$ cat src/rtl/mips_ctrl_pkg.sv
// Shared constants and types for the multicycle MIPS control unit.
// Opcodes, state encodings, datapath select codes and the control bundle.
package mips_ctrl_pkg;

  localparam logic [5:0] OP_RTYPE = 6'd0;
  localparam logic [5:0] OP_LW    = 6'd35;
  localparam logic [5:0] OP_SW    = 6'd43;
  localparam logic [5:0] OP_BEQ   = 6'd4;
  localparam logic [5:0] OP_BNE   = 6'd5;
  localparam logic [5:0] OP_J     = 6'd2;
  localparam logic [5:0] OP_ADDI  = 6'd8;

  localparam logic [3:0] S_IDLE     = 4'd0;
  localparam logic [3:0] S_FETCH    = 4'd1;
  localparam logic [3:0] S_DECODE   = 4'd2;
  localparam logic [3:0] S_MEMADR   = 4'd3;
  localparam logic [3:0] S_MEMRD    = 4'd4;
  localparam logic [3:0] S_MEMWB    = 4'd5;
  localparam logic [3:0] S_MEMWR    = 4'd6;
  localparam logic [3:0] S_RTYPE_EX = 4'd7;
  localparam logic [3:0] S_RTYPE_WB = 4'd8;
  localparam logic [3:0] S_BR_EX    = 4'd9;
  localparam logic [3:0] S_JUMP     = 4'd10;
  localparam logic [3:0] S_ADDI_EX  = 4'd11;
  localparam logic [3:0] S_ADDI_WB  = 4'd12;
  localparam logic [3:0] S_ERROR    = 4'd15;

  localparam logic [1:0] ALUOP_ADD   = 2'b00;
  localparam logic [1:0] ALUOP_SUB   = 2'b01;
  localparam logic [1:0] ALUOP_FUNCT = 2'b10;

  localparam logic [1:0] PCSRC_ALU = 2'b00;
  localparam logic [1:0] PCSRC_TGT = 2'b01;
  localparam logic [1:0] PCSRC_JMP = 2'b10;

  localparam logic [1:0] SRCB_REG   = 2'b00;
  localparam logic [1:0] SRCB_FOUR  = 2'b01;
  localparam logic [1:0] SRCB_IMM   = 2'b10;
  localparam logic [1:0] SRCB_IMMSH = 2'b11;

  typedef struct packed {
    logic       pc_write;
    logic       pc_write_cond;
    logic       i_or_d;
    logic       mem_read;
    logic       mem_write;
    logic       ir_write;
    logic       mem_to_reg;
    logic       alu_src_a;
    logic       reg_write;
    logic       reg_dst;
    logic       branch_sel;
    logic [1:0] pc_source;
    logic [1:0] alu_op;
    logic [1:0] alu_src_b;
    logic       instr_done;
  } ctrl_t;

  function automatic logic [3:0] decode_next(
    input logic [5:0] op,
    input logic       bne_en
  );
    logic [3:0] nxt;
    nxt = S_ERROR;
    unique case (1'b1)
      (op == OP_RTYPE):            nxt = S_RTYPE_EX;
      (op == OP_LW):               nxt = S_MEMADR;
      (op == OP_SW):               nxt = S_MEMADR;
      (op == OP_BEQ):              nxt = S_BR_EX;
      (op == OP_BNE) && bne_en:    nxt = S_BR_EX;
      (op == OP_J):                nxt = S_JUMP;
      (op == OP_ADDI):             nxt = S_ADDI_EX;
      default:                     nxt = S_ERROR;
    endcase
    return nxt;
  endfunction

  function automatic logic is_wait_state(input logic [3:0] s);
    return (s == S_FETCH) || (s == S_MEMRD) || (s == S_MEMWR);
  endfunction

endpackage

$ cat src/rtl/mem_wait_timer.sv
// Counts stalled cycles in a memory-wait state and flags a timeout.
// A limit of 0 disables the timeout; the counter then simply wraps.
module mem_wait_timer #(
  parameter int MEM_TIMEOUT = 16
) (
  input  logic clk,
  input  logic reset_n,
  input  logic clear,
  input  logic active,
  input  logic mem_ready,
  output logic timeout
);

  localparam int W =
    (MEM_TIMEOUT > 0) ? $clog2(MEM_TIMEOUT + 1) : 1;
  localparam logic [W-1:0] LIM = W'(MEM_TIMEOUT);

  logic [W-1:0] cnt;

  always_ff @(posedge clk or negedge reset_n) begin
    if (!reset_n) begin
      cnt <= '0;
    end else if (clear) begin
      cnt <= '0;
    end else if (active && !mem_ready) begin
      cnt <= cnt + W'(1);
    end
  end

  // ready in the limit cycle wins: timeout only asserts while not ready
  assign timeout = (MEM_TIMEOUT != 0) && active
                && !mem_ready && (cnt == LIM);

endmodule

$ cat src/rtl/control_multi.sv
// Multicycle MIPS main control FSM with memory-wait timeout.
// Outputs decode from the registered state; FETCH/MEMWR also use mem_ready.
module control_multi
  import mips_ctrl_pkg::*;
#(
  parameter int MEM_TIMEOUT = 16,
  parameter bit BNE_EN      = 1'b1
) (
  input  logic       clk,
  input  logic       reset_n,
  input  logic [5:0] opcode,
  input  logic       mem_ready,
  output logic       PCWrite,
  output logic       PCWriteCond,
  output logic       IorD,
  output logic       MemRead,
  output logic       MemWrite,
  output logic       IRWrite,
  output logic       MemtoReg,
  output logic       ALUSrcA,
  output logic       RegWrite,
  output logic       RegDst,
  output logic       Branch_Sel,
  output logic [1:0] PCSource,
  output logic [1:0] ALUOp,
  output logic [1:0] ALUSrcB,
  output logic       instr_done,
  output logic       err,
  output logic [3:0] state_o
);

  logic [3:0] state;
  logic [3:0] state_nxt;
  logic       timeout;
  ctrl_t      c;

  mem_wait_timer #(
    .MEM_TIMEOUT(MEM_TIMEOUT)
  ) u_timer (
    .clk       (clk),
    .reset_n   (reset_n),
    .clear     (state_nxt != state),
    .active    (is_wait_state(state)),
    .mem_ready (mem_ready),
    .timeout   (timeout)
  );

  always_ff @(posedge clk or negedge reset_n) begin
    if (!reset_n) begin
      state <= S_IDLE;
    end else begin
      state <= state_nxt;
    end
  end

  always_comb begin
    state_nxt = state;
    case (state)
      S_IDLE:     state_nxt = S_FETCH;
      S_FETCH: begin
        if (mem_ready)    state_nxt = S_DECODE;
        else if (timeout) state_nxt = S_ERROR;
      end
      S_DECODE:   state_nxt = decode_next(opcode, BNE_EN);
      S_MEMADR:   state_nxt = (opcode == OP_LW) ? S_MEMRD
                                                : S_MEMWR;
      S_MEMRD: begin
        if (mem_ready)    state_nxt = S_MEMWB;
        else if (timeout) state_nxt = S_ERROR;
      end
      S_MEMWR: begin
        if (mem_ready)    state_nxt = S_FETCH;
        else if (timeout) state_nxt = S_ERROR;
      end
      S_MEMWB:    state_nxt = S_FETCH;
      S_RTYPE_EX: state_nxt = S_RTYPE_WB;
      S_RTYPE_WB: state_nxt = S_FETCH;
      S_BR_EX:    state_nxt = S_FETCH;
      S_JUMP:     state_nxt = S_FETCH;
      S_ADDI_EX:  state_nxt = S_ADDI_WB;
      S_ADDI_WB:  state_nxt = S_FETCH;
      S_ERROR:    state_nxt = S_ERROR;
      default:    state_nxt = S_ERROR;
    endcase
  end

  always_comb begin
    c = '0;
    case (state)
      S_FETCH: begin
        c.mem_read  = 1'b1;
        c.alu_src_b = SRCB_FOUR;
        c.ir_write  = mem_ready;
        c.pc_write  = mem_ready;
      end
      S_DECODE: c.alu_src_b = SRCB_IMMSH;
      S_MEMADR: begin
        c.alu_src_a = 1'b1;
        c.alu_src_b = SRCB_IMM;
      end
      S_MEMRD: begin
        c.mem_read = 1'b1;
        c.i_or_d   = 1'b1;
      end
      S_MEMWB: begin
        c.reg_write  = 1'b1;
        c.mem_to_reg = 1'b1;
        c.instr_done = 1'b1;
      end
      S_MEMWR: begin
        c.mem_write  = 1'b1;
        c.i_or_d     = 1'b1;
        c.instr_done = mem_ready;
      end
      S_RTYPE_EX: begin
        c.alu_src_a = 1'b1;
        c.alu_op    = ALUOP_FUNCT;
      end
      S_RTYPE_WB: begin
        c.reg_dst    = 1'b1;
        c.reg_write  = 1'b1;
        c.instr_done = 1'b1;
      end
      S_BR_EX: begin
        c.alu_src_a     = 1'b1;
        c.alu_op        = ALUOP_SUB;
        c.pc_write_cond = 1'b1;
        c.pc_source     = PCSRC_TGT;
        c.branch_sel    = (opcode == OP_BNE);
        c.instr_done    = 1'b1;
      end
      S_JUMP: begin
        c.pc_write   = 1'b1;
        c.pc_source  = PCSRC_JMP;
        c.instr_done = 1'b1;
      end
      S_ADDI_EX: begin
        c.alu_src_a = 1'b1;
        c.alu_src_b = SRCB_IMM;
      end
      S_ADDI_WB: begin
        c.reg_write  = 1'b1;
        c.instr_done = 1'b1;
      end
      default: c = '0;
    endcase
  end

  assign PCWrite     = c.pc_write;
  assign PCWriteCond = c.pc_write_cond;
  assign IorD        = c.i_or_d;
  assign MemRead     = c.mem_read;
  assign MemWrite    = c.mem_write;
  assign IRWrite     = c.ir_write;
  assign MemtoReg    = c.mem_to_reg;
  assign ALUSrcA     = c.alu_src_a;
  assign RegWrite    = c.reg_write;
  assign RegDst      = c.reg_dst;
  assign Branch_Sel  = c.branch_sel;
  assign PCSource    = c.pc_source;
  assign ALUOp       = c.alu_op;
  assign ALUSrcB     = c.alu_src_b;
  assign instr_done  = c.instr_done;
  assign err         = (state == S_ERROR);
  assign state_o     = state;

endmodule

$ cat config.mk
export PLATFORM = sky130hd
export DESIGN_NAME = control_multi
export DESIGN_NICKNAME = d
export VERILOG_FILES = /design/src/rtl/mips_ctrl_pkg.sv /design/src/rtl/mem_wait_timer.sv /design/src/rtl/control_multi.sv
export SDC_FILE = /design/constraint.sdc
export NUM_CORES = 1
export LEC_CHECK = 0
export CORE_AREA = 3 3 54 56
export CTS_CLUSTER_DIAMETER = 150
export DETAILED_ROUTE_END_ITERATION = 8
export DIE_AREA = 0 0 57 59
export HOLD_SLACK_MARGIN = 0.03
export PLACE_DENSITY_LB_ADDON = 0.12
export SLEW_MARGIN = 20
export SYNTH_ARGS = -nofsm -noshare
export SYNTH_HDL_FRONTEND = slang
export SYNTH_SLANG_ARGS = --single-unit
$ cat constraint.sdc
create_clock -name clk -period 2.55 [get_ports clk]
set_clock_uncertainty 0.2 [all_clocks]
set_input_delay 0.51 -clock clk [delete_from_list [all_inputs] [get_ports clk]]
set_output_delay 0.51 -clock clk [all_outputs]
set_load 0.02 [all_outputs]
==> results by group, run 1 <==
Detailed routing
  • Mean number of vias per cell: 5.69
  • First-pass DRT Iterations: 4
  • Vias: 1,218
  • 1st-iter DRT viols: 48
  • Final ANT Viol Nets: 0
  • Routed length per instance: 14.2 um
  • DRT Wirelength: 3.04 mm
  • # DRC: 0

Clock tree
  • CTS Hold Bufs: 0
  • CTS buffer count: 3
  • Worst skew pair latency: 270 ps
  • Clk buf depth: 2
  • CTS Sinks: 9
  • CTS tree: done
  • Clk slew on worst S/H paths: 70 ps
  • Post-CTS Setup Bufs: 0
  • H-tree Lvls: 1
  • Root buffer cell: clkbuf_4

Setup path
  • Critical Path Source Type: register
  • Max incr delay on CP: 630 ps
  • Crit Path Category: reg -> out
  • Worst setup EP type: primary output
  • Delay-heaviest family, CP: buffers and inverters
  • Worst EP arrival: 1750 ps
  • CP max stage cell: clkdlybuf4s50_1
  • Worst path cell trace: buf_4 -> nor3_1 -> clkdlybuf4s50_1
  • WP data required: 1840 ps
  • CP Buf/Inv Count: 2
  • Crit-path max FO: 14

Floorplanning
  • Row count: 18
  • DIE AREA: 3360 sq um
  • IO Count: 32
  • Die width: 57 um
  • Core Region: 2480 sq um
  • Die Y: 59 um
  • Initial core utilization: 43.7%

Cells and area
  • Final Util: 60.8%
  • Fin area: 1510 sq um
  • Layout net count: 196
  • Antenna Cells: 0
  • Synth-to-Final Area Change: 38.9%
  • Final std cells w/o fill: 214
  • Layout cells sized above 1: 16.8%

Job
  • Max-cap violations: 0

Global route
  • Initial antenna violation count: 0
  • Vias in the first global route: 1,096
  • GRT Residual Overflow: 0
  • Largest net degree at the start of global routing: 20
  • GRT Util Overall: 19.0%
  • First-pass GRT wire length: 5.07 mm

Timing
  • Final worst setup slack: 90.8 ps
  • Min Tclk post-route: 2460 ps
  • Final setup violation count: 0
  • Fin. max-slew vios: 0
  • Relative slew slack: 69.8%
  • Final hold violation count: 0
  • Worst-Margin Slew: 451 ps
  • Setup_tns: 0 ps
  • Tcrit/Tclk final: 96.4%
  • Max Freq: 407 MHz
  • RSZ-0062 raised after global routing: false
  • Hold Slack: 354 ps

Place
  • Cell Count Post-Placement: 210
  • Port-buffer cells: 31
  • Dpl cell area: 1470 sq um
  • Post-Place Worst Slack: -239 ps
  • Final Wtd Congestion: 0.842
  • DP Wirelength: 2.33 mm

Logic synthesis
  • Distinct cells, synth: 51
  • Cell count after synthesis: 146
  • Syn. warnings: 0
  • Synthesized flop and latch total: 9
  • Net Count, Synth: 157
  • Synth Flop Type: dfrtp_1
  • Synth Area per Inst: 7.42 sq um
  • Post-synthesis sequential area ratio: 20.8%
  • Yosys top cell area share: 20.8%
  • EDFF count, synth: 0
  • Synth top area cells: dfrtp_1 (21%), a21oi_1 (6.0%), nor2_1 (5.9%)
  • Ys async rst share: 100%
  • Largest area contributor in the netlist: dfrtp_1
  • Synth Cell Area: 1080 sq um

Power and ir drop
  • Pwr/cell area: 1040 nW/um^2
  • Tot Pwr: 1.56 mW
  • Worst VDD drop: 826 uV
  • Leakage: 0.693 nW

Outcome
  • Status: completed

Min path
  • Class of the worst hold path: in -> async
registers in the layout, indices dropped and copies added (netlist names):
name,flops
u_timer.cnt,5
state_o,4
cells in the final DEF (no fill, tap or decap), drive strengths merged, types with 3 or more instances in the layout:
| cell | synthesis | routed |
|---|---|---|
| nand2b | 4 | 4 |
| nand2 | 13 | 13 |
| nor2 | 17 | 17 |
| inv | 6 | 6 |
| o211ai | 6 | 6 |
| nand3 | 3 | 3 |
| o31ai | 3 | 3 |
| nor3 | 4 | 4 |
| and3 | 3 | 3 |
| nor4b | 3 | 3 |
| buf | 11 | 15 |
| dlygate4sd2 | 0 | 9 |
| xnor2 | 5 | 5 |
| a21oi | 13 | 13 |
| o21ai | 9 | 9 |
| clkdlybuf4s50 | 0 | 16 |
| dfrtp | 9 | 9 |
| dlymetal6s2s | 0 | 4 |
| or2 | 3 | 3 |
| clkbuf | 1 | 5 |
report_power, final:
part | internal [mW] | total (mW) | switching, mW
logic | 0.506 | 1.20 | 0.698
registers | 0.180 | 0.238 | 0.0583
clock network | 0.0581 | 0.117 | 0.0585
total | 0.744 | 1.56 | 0.815
synth_stat cells (2+ instances only):
| library cell | instances |
|---|---|
| buf_2 | 7 |
| o21ai_1 | 2 |
| inv_1 | 6 |
| and2b_1 | 2 |
| buf_4 | 3 |
| nor3_1 | 4 |
| o31ai_1 | 2 |
| nand2_1 | 13 |
| o21ai_0 | 7 |
| or2_1 | 3 |
| and3_1 | 3 |
| nor4_1 | 2 |
| ha_1 | 2 |
| dfrtp_1 | 9 |
| nor2_1 | 17 |
| nand3_1 | 3 |
| o211ai_1 | 5 |
| xnor2_1 | 5 |
| nor4b_1 | 3 |
| and2_1 | 2 |
| nand2b_1 | 4 |
| a21oi_1 | 13 |
cell type report:
class	count	area, sq um
Clock buffer	3	22.5
Clock inverter	1	5.00
Fill cell	245	972
Inverter	6	22.5
Multi-Input combinational cell	119	771
Sequential cell	9	228
Tap cell	30	37.5
Timing Repair Buffer	46	419
final timing paths:
path / slack [ps] / endpoint / start / cells after the start
hold / removal: 350 / state_o[2] / reset_n / 1
max in group asynchronous: 1460 / state_o[0] / reset_n / 1
min in group clk: 350 / u_timer.cnt[4] / u_timer.cnt[4] / 3
setup / recovery: 90 / RegDst / state_o[1] / 3
setup reg to reg: 510 / u_timer.cnt[2] / u_timer.cnt[0] / 7
hold reg to reg: 350 / u_timer.cnt[4] / u_timer.cnt[4] / 3
cells by family (layout without fill, tap and decap cells):
kind of cell | count (synthesis) | count (layout) | synth area share (%)
xor+xnor | 6 | 6 | 4.85
mux | 1 | 1 | 1.04
flops | 9 | 9 | 20.8
compound gates | 45 | 45 | 28.2
fa+ha+maj | 3 | 3 | 3.23
buf+inv | 18 | 56 | 8.77
simple gates | 64 | 64 | 33.1
layer usage:
metal  track usage, %  share of wire, %
met1             23.9                44
met2             33.3                49
met3             2.40               5.4
met4             7.28              0.89
met5                0                 0
timing repair:
item | in CTS | in global routing
gates resized for setup | 15 | 10
setup endpoints to repair | 13 | 7
pin swaps | 0 | 0
worst register-to-register path, stage by stage (launching register included):
cell and delay [ps]:
dfrtp_1 410, inv_1 60, ha_1 200, and4bb_2 270
and2_1 170, o31ai_2 400, nand2_1 100, a21oi_1 150
Note: power is estimated with default switching activity, not from simulation.
==> run 2: changes to the inputs <==
GPL_ROUTABILITY_DRIVEN = 1   (was default)
==> results of run 2 <==
Same layout as run 1: the final DEF is identical, and so are final timing and power.
